### config.mk
export PLATFORM = sky130hd
export DESIGN_NAME = mem_arbiter_flat
export DESIGN_NICKNAME = d
export VERILOG_FILES = /design/src/rtl/mem_arbiter_if.sv /design/src/rtl/mem_arbiter.sv /design/src/flat_wrapper.sv
export SDC_FILE = /design/constraint.sdc
export NUM_CORES = 1
export LEC_CHECK = 0
export BUFFER_PORTS_ARGS = -buffer_cell sky130_fd_sc_hd__buf_2
export CORE_AREA = 2 2 163 165
export CTS_BUF_LIST = sky130_fd_sc_hd__clkbuf_8
export CTS_CLUSTER_SIZE = 30
export DETAILED_ROUTE_END_ITERATION = 12
export DIE_AREA = 0 0 165 167
export HOLD_SLACK_MARGIN = 0.06
export PLACE_DENSITY = 0.69
export SKIP_LAST_GASP = 1
export SLEW_MARGIN = 15
export SYNTH_ARGS = -nofsm -noshare
export SYNTH_HDL_FRONTEND = slang
export SYNTH_SLANG_ARGS = --single-unit
### constraint.sdc
create_clock -name clk -period 14.73 [get_ports clk]
set_input_delay 2.946 -clock clk [delete_from_list [all_inputs] [get_ports clk]]
set_output_delay 2.946 -clock clk [all_outputs]
set_load 0.03 [all_outputs]
### src/rtl/mem_arbiter_if.sv
// Shared bus bundle between mem_arbiter, the I/D cache controllers and the memory port.
// slave is the arbiter's view; master is the view of the caches and memory around it.
interface mem_arbiter_if;
    logic        i_readM;
    logic [13:0] i_address;
    logic        i_ack;
    logic [63:0] i_rdata;

    logic        d_readM;
    logic        d_writeM;
    logic [13:0] d_address;
    logic [63:0] d_wdata;
    logic        d_ack;
    logic [63:0] d_rdata;

    logic        m_read;
    logic        m_write;
    logic [13:0] m_address;
    logic [63:0] m_wdata;
    logic [63:0] m_rdata;

    modport slave (
        input  i_readM, i_address, d_readM, d_writeM, d_address, d_wdata, m_rdata,
        output i_ack, i_rdata, d_ack, d_rdata, m_read, m_write, m_address, m_wdata
    );

    modport master (
        output i_readM, i_address, d_readM, d_writeM, d_address, d_wdata, m_rdata,
        input  i_ack, i_rdata, d_ack, d_rdata, m_read, m_write, m_address, m_wdata
    );
endinterface

### src/rtl/mem_arbiter.sv
// Round-robin arbiter sharing one fixed-latency 64-bit line memory port between
// the I-cache (reads) and D-cache (reads and writes), with saturating statistics.
module mem_arbiter #(
    parameter int unsigned LATENCY = 4,
    parameter int unsigned CNT_W   = 16
) (
    input  logic             clk,
    input  logic             reset,
    mem_arbiter_if.slave     bus,
    output logic [CNT_W-1:0] i_grant_cnt,
    output logic [CNT_W-1:0] d_grant_cnt,
    output logic [CNT_W-1:0] wait_cnt
);

    typedef enum logic [1:0] {IDLE, GNT_I, GNT_D, ACK} state_t;

    state_t           r_state;
    logic [3:0]       r_cnt;
    logic             r_last_d;
    logic             r_m_read;
    logic             r_m_write;
    logic [13:0]      r_addr;
    logic [63:0]      r_wdata;
    logic             r_i_ack;
    logic             r_d_ack;
    logic [63:0]      r_i_rdata;
    logic [63:0]      r_d_rdata;
    logic [CNT_W-1:0] r_i_gcnt;
    logic [CNT_W-1:0] r_d_gcnt;
    logic [CNT_W-1:0] r_wait;

    logic             w_i_req;
    logic             w_d_req;
    logic             w_gnt_i;
    logic             w_gnt_d;
    logic             w_i_wait;
    logic             w_d_wait;
    logic [1:0]       w_wait_inc;
    logic [CNT_W:0]   w_wait_sum;
    logic [CNT_W-1:0] w_wait_nxt;

    function automatic logic [CNT_W-1:0] sat_inc(input logic [CNT_W-1:0] v);
        return (v == '1) ? v : v + CNT_W'(1);
    endfunction

    assign w_i_req = bus.i_readM;
    assign w_d_req = bus.d_readM | bus.d_writeM;
    // On a tie the side that was not granted last wins; last_grant resets to I.
    assign w_gnt_d = (r_state == IDLE) && w_d_req && (!w_i_req || !r_last_d);
    assign w_gnt_i = (r_state == IDLE) && w_i_req && !w_gnt_d;

    // A side is being serviced on its grant edge, while granted, and in its own ACK cycle.
    assign w_i_wait = w_i_req && !(w_gnt_i || r_state == GNT_I || (r_state == ACK && !r_last_d));
    assign w_d_wait = w_d_req && !(w_gnt_d || r_state == GNT_D || (r_state == ACK &&  r_last_d));
    assign w_wait_inc = {1'b0, w_i_wait} + {1'b0, w_d_wait};
    assign w_wait_sum = {1'b0, r_wait} + (CNT_W+1)'(w_wait_inc);
    assign w_wait_nxt = w_wait_sum[CNT_W] ? '1 : w_wait_sum[CNT_W-1:0];

    always_ff @(posedge clk or posedge reset) begin
        if (reset) begin
            r_state   <= IDLE;
            r_cnt     <= '0;
            r_last_d  <= 1'b0;
            r_m_read  <= 1'b0;
            r_m_write <= 1'b0;
            r_addr    <= '0;
            r_wdata   <= '0;
            r_i_ack   <= 1'b0;
            r_d_ack   <= 1'b0;
            r_i_rdata <= '0;
            r_d_rdata <= '0;
            r_i_gcnt  <= '0;
            r_d_gcnt  <= '0;
            r_wait    <= '0;
        end else begin
            r_wait <= w_wait_nxt;
            case (r_state)
                IDLE: begin
                    if (w_gnt_d) begin
                        r_state   <= GNT_D;
                        r_addr    <= bus.d_address;
                        r_wdata   <= bus.d_wdata;
                        r_m_read  <= !bus.d_writeM;
                        r_m_write <= bus.d_writeM;
                        r_cnt     <= 4'(LATENCY - 1);
                    end else if (w_gnt_i) begin
                        r_state   <= GNT_I;
                        r_addr    <= bus.i_address;
                        r_m_read  <= 1'b1;
                        r_m_write <= 1'b0;
                        r_cnt     <= 4'(LATENCY - 1);
                    end
                end
                GNT_I: begin
                    if (!w_i_req) begin
                        r_state  <= IDLE;
                        r_m_read <= 1'b0;
                    end else if (r_cnt == '0) begin
                        r_state   <= ACK;
                        r_m_read  <= 1'b0;
                        r_i_rdata <= bus.m_rdata;
                        r_i_ack   <= 1'b1;
                        r_last_d  <= 1'b0;
                        r_i_gcnt  <= sat_inc(r_i_gcnt);
                    end else begin
                        r_cnt <= r_cnt - 4'd1;
                    end
                end
                GNT_D: begin
                    if (!w_d_req) begin
                        r_state   <= IDLE;
                        r_m_read  <= 1'b0;
                        r_m_write <= 1'b0;
                    end else if (r_cnt == '0) begin
                        r_state   <= ACK;
                        r_m_read  <= 1'b0;
                        r_m_write <= 1'b0;
                        if (!r_m_write) r_d_rdata <= bus.m_rdata;
                        r_d_ack   <= 1'b1;
                        r_last_d  <= 1'b1;
                        r_d_gcnt  <= sat_inc(r_d_gcnt);
                    end else begin
                        r_cnt <= r_cnt - 4'd1;
                    end
                end
                ACK: begin
                    r_state <= IDLE;
                    r_i_ack <= 1'b0;
                    r_d_ack <= 1'b0;
                end
                default: r_state <= IDLE;
            endcase
        end
    end

    assign bus.m_read    = r_m_read;
    assign bus.m_write   = r_m_write;
    assign bus.m_address = r_addr;
    assign bus.m_wdata   = r_wdata;
    assign bus.i_ack     = r_i_ack;
    assign bus.d_ack     = r_d_ack;
    assign bus.i_rdata   = r_i_rdata;
    assign bus.d_rdata   = r_d_rdata;
    assign i_grant_cnt   = r_i_gcnt;
    assign d_grant_cnt   = r_d_gcnt;
    assign wait_cnt      = r_wait;

endmodule

### src/flat_wrapper.sv
// flat-port wrapper written by rule: the top's interface ports become plain ports
module mem_arbiter_flat 
#(
    parameter int unsigned LATENCY = 4,
    parameter int unsigned CNT_W   = 16
)
  (clk, reset, i_grant_cnt, d_grant_cnt, wait_cnt, bus_i_readM, bus_i_address, bus_d_readM, bus_d_writeM, bus_d_address, bus_d_wdata, bus_m_rdata, bus_i_ack, bus_i_rdata, bus_d_ack, bus_d_rdata, bus_m_read, bus_m_write, bus_m_address, bus_m_wdata);
  mem_arbiter_if bus_i ();
  input  logic clk;
  input  logic reset;
  output logic [CNT_W-1:0] i_grant_cnt;
  output logic [CNT_W-1:0] d_grant_cnt;
  output logic [CNT_W-1:0] wait_cnt;
  input wire logic [$bits(bus_i.i_readM)-1:0] bus_i_readM;
  input wire logic [$bits(bus_i.i_address)-1:0] bus_i_address;
  input wire logic [$bits(bus_i.d_readM)-1:0] bus_d_readM;
  input wire logic [$bits(bus_i.d_writeM)-1:0] bus_d_writeM;
  input wire logic [$bits(bus_i.d_address)-1:0] bus_d_address;
  input wire logic [$bits(bus_i.d_wdata)-1:0] bus_d_wdata;
  input wire logic [$bits(bus_i.m_rdata)-1:0] bus_m_rdata;
  output wire logic [$bits(bus_i.i_ack)-1:0] bus_i_ack;
  output wire logic [$bits(bus_i.i_rdata)-1:0] bus_i_rdata;
  output wire logic [$bits(bus_i.d_ack)-1:0] bus_d_ack;
  output wire logic [$bits(bus_i.d_rdata)-1:0] bus_d_rdata;
  output wire logic [$bits(bus_i.m_read)-1:0] bus_m_read;
  output wire logic [$bits(bus_i.m_write)-1:0] bus_m_write;
  output wire logic [$bits(bus_i.m_address)-1:0] bus_m_address;
  output wire logic [$bits(bus_i.m_wdata)-1:0] bus_m_wdata;
  assign bus_i.i_readM = bus_i_readM;
  assign bus_i.i_address = bus_i_address;
  assign bus_i.d_readM = bus_d_readM;
  assign bus_i.d_writeM = bus_d_writeM;
  assign bus_i.d_address = bus_d_address;
  assign bus_i.d_wdata = bus_d_wdata;
  assign bus_i.m_rdata = bus_m_rdata;
  assign bus_i_ack = bus_i.i_ack;
  assign bus_i_rdata = bus_i.i_rdata;
  assign bus_d_ack = bus_i.d_ack;
  assign bus_d_rdata = bus_i.d_rdata;
  assign bus_m_read = bus_i.m_read;
  assign bus_m_write = bus_i.m_write;
  assign bus_m_address = bus_i.m_address;
  assign bus_m_wdata = bus_i.m_wdata;
  mem_arbiter #(.LATENCY(LATENCY), .CNT_W(CNT_W)) u_core (.clk(clk), .reset(reset), .bus(bus_i), .i_grant_cnt(i_grant_cnt), .d_grant_cnt(d_grant_cnt), .wait_cnt(wait_cnt));
endmodule
# Word-level counts from Yosys, hierarchy flattened
# Index checks and enable logic that the tools add are counted.
# W data, S select, Z words.
[totals]
reg_bits = 265
latchBits = 0
ram_bits = 0
mem_bits_ro = 0
input_bits = 161
output_inout_bits = 258
elab_cells = 106
memories = 0
[classes]
add_sub_neg = 5
n_mul = 0
n_div = 0
order_cmp = 0
n_eq_ne = 11
n_shift = 0
n_mux = 33
n_bitwise = 4
reduce_logical = 39
[op_table]
columns = ["cell", "n"]
rows = [
  ["$add A16 B1 Y16 const B", 2],
  ["$eq A16 B16 Y1 const B", 2],
  ["$mux W14", 2],
  ["$mux W4", 5],
  ["$add A16 B2 Y17", 1],
  ["$mux W16", 1],
  ["$reduce_and A4 Y1", 4],
  ["$mux W1", 13],
  ["$pmux W4 S3", 1],
  ["$reduce_and A3 Y1", 4],
  ["$mux W2", 5],
  ["$reduce_bool A2 Y1", 5],
  ["$logic_and A1 B1 Y1", 8],
  ["$pmux W1 S2", 4],
  ["$pmux W2 S4", 1],
  ["$logic_not A1 Y1", 6],
  ["$ne A2 B2 Y1 const B", 3],
  ["$reduce_and A2 Y1", 3],
  ["$logic_or A1 B1 Y1", 5],
  ["$reduce_and A5 Y1", 1],
  ["$eq A2 B2 Y1 const B", 2],
  ["$logic_not A4 Y1", 1],
  ["$sub A4 B1 Y4 const B", 1],
  ["$ne A3 B1 Y1 const B", 1],
  ["other kinds (9)", 11],
]

# Logic depth before layout (Yosys ltp)
# Gate-level depths: netlist of run 1.
[depth]
word_depth = 12
mapped_depth = 15
ltp_nobuf = 12

# Least setup slack after synthesis of run 1
# Ideal clock, no wire load.
[synth_path]
path_kind = "input-to-reg"
from = "in bus_d_writeM"
to = "reg u_core.r_wait[15], in the netlist u_core.wait_cnt[15]"
setup_ns = 0.125
arrival_ns = 5.392
t_required_ns = 14.605
setup_slack_ns = 9.213
path_stages = 11
n_path_buf = 3
cell_sequence = "or2_2 > buf_4 > nand3_2 > buf_4 > buf_2 > nand3_1 > fa_1 > nand4b_1 > nor4_1 > nand3_1 > mux2_2"
[synth_via]
elab_chain_len = 12
word_cells_on_any_way = 16
cone_classes = "2 x add/sub; 1 x mux; 1 x bitwise; 12 x reduce/logical"
[synth_rtl]
columns = ["item", "line", "text"]
rows = [
  ["start: declaration", "flat_wrapper.sv:17", "input wire logic [$bits(bus_i.d_writeM)-1:0] bus_d_writeM;"],
  ["$or A1 B1 Y1 *", "mem_arbiter.sv:47", "assign w_d_req = bus.d_readM | bus.d_writeM;"],
  ["$logic_and A1 B1 Y1 (2 in a row)", "mem_arbiter.sv:49", "assign w_gnt_d = (r_state == IDLE) && w_d_req && (!w_i_req || !r_last_d);"],
  ["$logic_not A1 Y1", "mem_arbiter.sv:50", "assign w_gnt_i = (r_state == IDLE) && w_i_req && !w_gnt_d;"],
  ["$logic_and A1 B1 Y1", "mem_arbiter.sv:50", ""],
  ["$logic_or A1 B1 Y1 (2 in a row)", "mem_arbiter.sv:53", "assign w_i_wait = w_i_req && !(w_gnt_i || r_state == GNT_I || (r_state == ACK && !r_last_d));"],
  ["$logic_not A1 Y1", "mem_arbiter.sv:53", ""],
  ["$logic_and A1 B1 Y1", "mem_arbiter.sv:53", ""],
  ["$add A1 B1 Y2 *", "mem_arbiter.sv:55", "assign w_wait_inc = {1'b0, w_i_wait} + {1'b0, w_d_wait};"],
  ["$add A16 B2 Y17 *", "mem_arbiter.sv:56", "assign w_wait_sum = {1'b0, r_wait} + (CNT_W+1)'(w_wait_inc);"],
  ["$mux W16 *", "mem_arbiter.sv:57", "assign w_wait_nxt = w_wait_sum[CNT_W] ? '1 : w_wait_sum[CNT_W-1:0];"],
  ["via u_core.w_wait_nxt[15]", "mem_arbiter.sv:40", "logic [CNT_W-1:0] w_wait_nxt;"],
  ["end signal: assignment", "mem_arbiter.sv:76", "r_wait <= w_wait_nxt;"],
  ["end: declaration", "mem_arbiter.sv:30", "logic [CNT_W-1:0] r_wait;"],
]
# Mark *: on every way through the listed nets, which the timed path passes. The rest lies on a longest branch.
# A chain may end at the register's enable or synchronous reset.

# Final worst setup path of run 1
[layout_path]
from = "in bus_d_writeM"
to = "reg u_core.r_wait[6], in the netlist u_core.wait_cnt[6]"
# The elaborated chain is that of the path after synthesis.

==> impl_metrics.ini, run 1 <==
[outcome]
status = complete, no violations

[placed_design]
io_buffers = 418
dp_cells = 1739
dp_hpwl_um = 21800
routabilityCongestion = 0.859

[power_and_ir_drop]
p_sw_frac = 0.423
power.switching_mw = 1.30
p_int_mw = 1.77
p_comb_frac = 0.416
pwr_density_cell_nw_per_um2 = 212
peakVddDrop_mv = 0.147
clkPwrFrac = 0.221
p_leak_nw = 8.22
pwr-share-seq = 0.363
power.total_mw = 3.08

[critical_path]
crit_type = in -> reg
cp_common_cell = nand3_1
worstPathRequired_ns = 15.19
cpPeakStageDelay_ns = 0.64
crit_chain = buf_2 -> or2_2 -> nand3_2 -> buf_4 -> nand3_1 -> fa_1 -> inv_1 -> ha_1 -> nand3_1 -> nor2_1 -> nand3_1 -> o21ai_0
path_max_fanout = 82
crit_path_end_kind = flop
worst_setup_path_start_kind = primary input
crit_family = simple AND/OR/NAND/NOR gates
critPathArrivalTime_ns = 6.18
critPathSlowestCell = buf_4
cp.buffers_inverters = 3

[floorplan]
die_w_um = 165
row_count = 59
ioPinCount = 419
die_area_um2 = 27600
core_area_um2 = 25800
die_h_um = 167
start_util = 0.439

[sta]
fin_skew_ns = 0.0321
final_hold_viol_count = 0
finalSetupViolations = 0
fin_crit_ns = 5.72
slew_violations = 0
worst_slew_pin_slew_ns = 1.05
rsz0062_at_grt = false
finalSetupTns_ns = 0
timing.final.crit_share = 0.388
slew_headroom = 0.300
timing.fmax_ghz = 0.175

[synth]
synth-async-reset-ratio = 1.00
synthTopCellsByArea = dfrtp_1 (59%), nand2_1 (14%), mux2_4 (8.0%)
synth_edf_count = 0
netlist_instances = 1019
yosys_warnings = 0
postSynthAreaPerCell_um2 = 11.1
synth_fp_nets = 1191
seq_area_frac_synth = 0.586
syn_area_um2 = 11300
synth_cell_types = 59
synth-main-ff-cell = dfrtp_1
synth.top_cell.area_share = 0.586
ys_seq_elements = 265
yosys.area.top_type = dfrtp_1

[cts]
clockBufferDepth = 3
htreeDepth = 2
worstSkewPairLatency_ns = 0.54
cts_made_buffers = 44
cts_setup_buffers = 0
holdBufCountCts = 0
cts_resized = 0
clkTransAtPathRegs_ns = 0.06
root_buffer = clkbuf_8
clock-sinks = 265
cts_tree = done

[final_layout]
seqCellArea_um2 = 6630
area_growth_pct = 28.5
multiInputGateArea_um2 = 4360
nFillCells = 2276
layoutNonFillerInstCount = 1811
fin_util = 0.564
final_net_count = 1622
n_antenna_cell = 0
drive_gt1_frac = 0.412

[route]
ant_nets = 0
drt-pass1-iter-count = 5
via_per_inst = 4.95
drtIter0Drc = 735
avgRoutedWirePerCell_um = 16.9
wirelength_um = 30700
vias = 8969
drc = 0

[min_path]
hp-class = reg -> reg

[global_route]
grt_max_degree = 134
grt_antenna_before_repair = 2
grt_pass1_wl_um = 48200
grt_usage = 0.220
grt-ovfl-total = 0
first_global_vias = 9155

[job]
cap_violations = 0
through the flow:
stage | hold WS (ns) | setup WS (ns) | cell area [um^2]
global placement | 0.453 | 8.48 | 13600
finish | 0.467 | 9.01 | 14500
global route | 0.485 | 8.74 | 14500
floorplan | 0.519 | 4.49 | 11300
CTS | 0.469 | 8.99 | 14500
detailed placement | 0.456 | 8.43 | 13600
placed cells by master (no fill, tap or decap), types with 3 or more instances in the layout:
cell type,Yosys,layout
nor2_1,15,14
clkinv_2,0,4
bufinv_16,0,3
xor2_1,17,17
nand3_1,21,21
buf_4,5,7
o21ai_0,9,9
nor3_1,13,13
clkbuf_8,0,57
nor3b_1,4,4
a31oi_1,4,4
a21oi_1,6,6
mux2_4,60,60
xnor2_1,20,20
buf_2,14,418
mux2_2,38,38
or2_2,3,3
nand4_1,10,10
nand2b_1,5,5
and3_1,6,5
or4_1,3,3
nand2_1,412,412
dfrtp_1,265,265
inv_1,11,18
ha_1,10,10
nor4_1,5,5
layer usage:
layer,part of all wire,up-vias,track usage,routed length (um)
li1,-,4205,-,-
met1,0.41,4331,0.277,12400
met2,0.49,363,0.368,14900
met3,0.082,68,0.0595,2500
met4,0.027,2,0.0688,836
met5,0.00042,-,0,13
power by group through the flow:
| stage | clock network (mW) | logic (mW) | registers [mW] |
|---|---|---|---|
| 2_1_floorplan | 0 | 0.448 | 1.56 |
| 3_3_place_gp | 0 | 1.27 | 1.12 |
| 3_5_place_dp | 0 | 1.30 | 1.12 |
| 4_1_cts | 0.700 | 1.29 | 1.12 |
| 5_1_grt | 0.734 | 1.38 | 1.15 |
| 6_report | 0.680 | 1.28 | 1.12 |
layout make-up:
cell class | instances | area share
clock buffer | 57 | 0.0540
clock inverter | 15 | 0.00964
inverter | 11 | 0.00336
multi-input combinational | 703 | 0.300
sequential | 265 | 0.456
tap | 335 | 0.0288
timing repair buffer | 425 | 0.148
kinds of logic (layout without fill, tap and decap cells):
group | after synthesis | after routing | synth area share
xor gates and xnor gates | 37 | 37 | 0.0287
buffers and inverters | 51 | 508 | 0.0288
muxes | 99 | 99 | 0.118
DFF | 265 | 265 | 0.586
adders and majority gates | 11 | 11 | 0.0128
and+or+nand+nor | 519 | 519 | 0.202
AOI/OAI and AO/OA | 37 | 37 | 0.0229
tightest hold or removal path, delay by kind of cell, from the launching register on:
family           cells  cell delay, ns
flip-flops           1            0.33
AND/OR/NAND/NOR      2            0.11
state kept, by name, summed over array words and instances (netlist names):
name                  cells
u_core.bus.d_ack          1
u_core.bus.d_rdata       64
u_core.bus.i_ack          1
u_core.bus.i_rdata       64
u_core.bus.m_address     14
u_core.bus.m_read         1
u_core.bus.m_wdata       64
u_core.bus.m_write        1
u_core.d_grant_cnt       16
u_core.i_grant_cnt       16
u_core.r_cnt              4
u_core.r_last_d           1
u_core.r_state            2
u_core.wait_cnt          16
synth_stat cells, types with 5 or more instances:
cell type and number:
clkbuf_1 9, inv_1 11, nor3_1 13, nor4_1 5
xor2_1 17, mux2_2 38, nand3_1 21, nor2_1 15
mux2_4 60, buf_4 5, xnor2_1 20, and3_1 6
buf_1 6, nand4_1 10, a21oi_1 6, dfrtp_1 265
o21ai_0 9, buf_2 14, nand2_1 412, buf_12 6
nand2b_1 5, ha_1 10
path summary, 6_finish.rpt:
kind | from | end | slack, ns | cells after the start
worst max-delay path | bus_d_writeM | u_core.wait_cnt[6]$_DFF_PP0_ | 9.01 | 12
worst min-delay path | u_core.bus.i_rdata[31]$_DFFE_PP0P_ | u_core.bus.i_rdata[31]$_DFFE_PP0P_ | 0.47 | 2
worst max register to register | u_core.r_state[0]$_DFFE_PP0P_ | u_core.wait_cnt[6]$_DFF_PP0_ | 11.12 | 12
worst min register to register | u_core.bus.i_rdata[31]$_DFFE_PP0P_ | u_core.bus.i_rdata[31]$_DFFE_PP0P_ | 0.47 | 2
max in group asynchronous | reset | u_core.r_state[0]$_DFFE_PP0P_ | 10.43 | 3
min in group asynchronous | reset | u_core.bus.m_address[6]$_DFFE_PP0P_ | 2.61 | 2
Power figures use the tool's default switching activity.
==> inputs of run 2 (changes only) <==
==> constraint.sdc (replaced) <==
create_clock -name clk -period 5.7 [get_ports clk]
set_input_delay 1.14 -clock clk [delete_from_list [all_inputs] [get_ports clk]]
set_output_delay 1.14 -clock clk [all_outputs]
set_load 0.03 [all_outputs]
==> run 2 against run 1 <==
Net effect:
- sequential power rose to 2.6 times the previous value
- sequential share of layout area hardly changed
- highest routed layer is now met4
- sequential cell count is the same
- clock skew shrank 0.014 ns
- global-route usage shrank 0.31 points
- critical endpoint is now u_core.wait_cnt[10]$_DFF_PP0_
- first-iteration DRC count grew 2.9%
- clock power up 150%
- total power rose to 2.6 times the previous value
- via count rose by 0.13%
- count of clock-buffer cells in the layout shrank 3
- non-clock buffer count increased by 1
- register-to-register slack got worse by 8.5 ns
==> impl_metrics.ini, run 2 (synthesis results as in run 1) <==
[critical_path]
crit_family = simple AND/OR/NAND/NOR gates
cp_common_cell = nand3_1
worstPathRequired_ns = 6.16
critPathArrivalTime_ns = 3.63
crit_chain = buf_2 -> or2_2 -> nand3_2 -> nand3_1 -> fa_1 -> inv_1 -> ha_1 -> nand3_1 -> nor2_1 -> nand3_1 -> nand2_1
cp.buffers_inverters = 2
critPathSlowestCell = nand3_1
cpPeakStageDelay_ns = 0.42
crit_path_end_kind = flop
path_max_fanout = 13
crit_type = in -> reg
worst_setup_path_start_kind = primary input

[sta]
fin_crit_ns = 3.16
whs_ns = 0.466
timing.final.crit_share = 0.555
final_hold_viol_count = 0
timing.fmax_ghz = 0.316
fin_ws_ns = 2.54
rsz0062_at_grt = false
slew_violations = 0
finalSetupTns_ns = 0
finalSetupViolations = 0
worst_slew_pin_slew_ns = 1.05
slew_headroom = 0.302
fin_skew_ns = 0.0179

[floorplan]
start_util = 0.439
die_h_um = 167
die_area_um2 = 27600
core_area_um2 = 25800
die_w_um = 165
ioPinCount = 419
row_count = 59

[route]
vias = 8981
drc = 0
drtIter0Drc = 756
ant_nets = 0
wirelength_um = 30700
drt-pass1-iter-count = 4
via_per_inst = 4.92
avgRoutedWirePerCell_um = 16.8

[cts]
clockBufferDepth = 3
clkTransAtPathRegs_ns = 0.06
root_buffer = clkbuf_8
cts_resized = 0
cts_setup_buffers = 0
worstSkewPairLatency_ns = 0.54
cts_tree = done
cts_made_buffers = 45
htreeDepth = 2
holdBufCountCts = 0
clock-sinks = 265

[final_layout]
final_net_count = 1624
nFillCells = 2272
mostFrequentLayoutCell = buf_2
final_cell_mix = buf_2 (418), nand2_1 (412), dfrtp_1 (265), mux2_4 (60), clkbuf_8 (54)
drive_gt1_frac = 0.411
layoutNonFillerInstCount = 1825
area_growth_pct = 28.4

[outcome]
status = complete, no violations

[placed_design]
place_ws_ns = 1.98
routabilityCongestion = 0.834
dp_hpwl_um = 21500
io_buffers = 418
dp_cells = 1740

[global_route]
grt-ovfl-total = 0
grt_pass1_wl_um = 47900
grt_usage = 0.217
grt_antenna_before_repair = 5
grt_max_degree = 180
first_global_vias = 8971

[job]
cap_violations = 0

[power_and_ir_drop]
p_leak_nw = 8.24
pwr_density_cell_nw_per_um2 = 542
peakVddDrop_mv = 0.339

[min_path]
hp-class = reg -> reg
==> run 2: cell count changes in the layout (fill, tap and decap cells not counted) <==
cell,change
diode_2,+3
clkbuf_8,-3
clkinv_2,+6
clkinvlp_4,+2
inv_8,-1
inv_1,+8
buf_12,+1
bufinv_16,-2
==> run 2: cell type report <==
cell class	count	area, um^2	area share
flip-flops and latches	265	6630	0.457
multi-input cells	703	4360	0.300
clock buffers	54	743	0.0512
inverters	11	45.0	0.00310
well taps	335	419	0.0289
clock inverters	28	148	0.0102
repair buffers	426	2160	0.149
diodes	3	7.51	0.000517
==> run 2: power by group <==
group	total, mW	internal, mW	switching, mW
combinational	3.31	1.06	2.24
sequential	2.88	2.50	0.380
clock	1.68	0.906	0.776
total	7.86	4.47	3.40
==> run 2: final timing paths <==
kind,startpoint,endpoint,slack (ns),cells after the start
worst max-delay path,bus_d_writeM,u_core.wait_cnt[10]$_DFF_PP0_,2.54,11
worst min register to register,u_core.bus.i_rdata[5]$_DFFE_PP0P_,u_core.bus.i_rdata[5]$_DFFE_PP0P_,0.47,2
max in group asynchronous,reset,u_core.bus.d_rdata[41]$_DFFE_PP0P_,3.88,3
min in group asynchronous,reset,u_core.bus.m_wdata[27]$_DFFE_PP0P_,0.54,2
worst min-delay path,u_core.bus.i_rdata[5]$_DFFE_PP0P_,u_core.bus.i_rdata[5]$_DFFE_PP0P_,0.47,2
worst max register to register,u_core.r_cnt[0]$_DFFE_PP0P_,u_core.bus.d_rdata[21]$_DFFE_PP0P_,2.63,7
==> run 2: worst min-delay path, delay by kind of cell, from the launching register on <==
kind / cells / cell delay [ns]
flops: 1 / 0.34
simple gates: 2 / 0.10
==> run 2: metal layers <==
metal,wire length [um],vias to the layer above,track usage
li1,-,4222,-
met3,2770,92,0.0675
met5,0,-,0
met1,12500,4286,0.269
met4,1180,0,0.0972
met2,14300,381,0.346
==> run 2: through the flow <==
stage	utilization	instance area [um^2]	power [mW]
finish	0.564	14500	7.86
global route	0.564	14500	8.34
CTS	0.563	14500	7.94
detailed placement	0.529	13600	6.23
global placement	0.529	13600	6.16
floorplan	-	11300	5.20
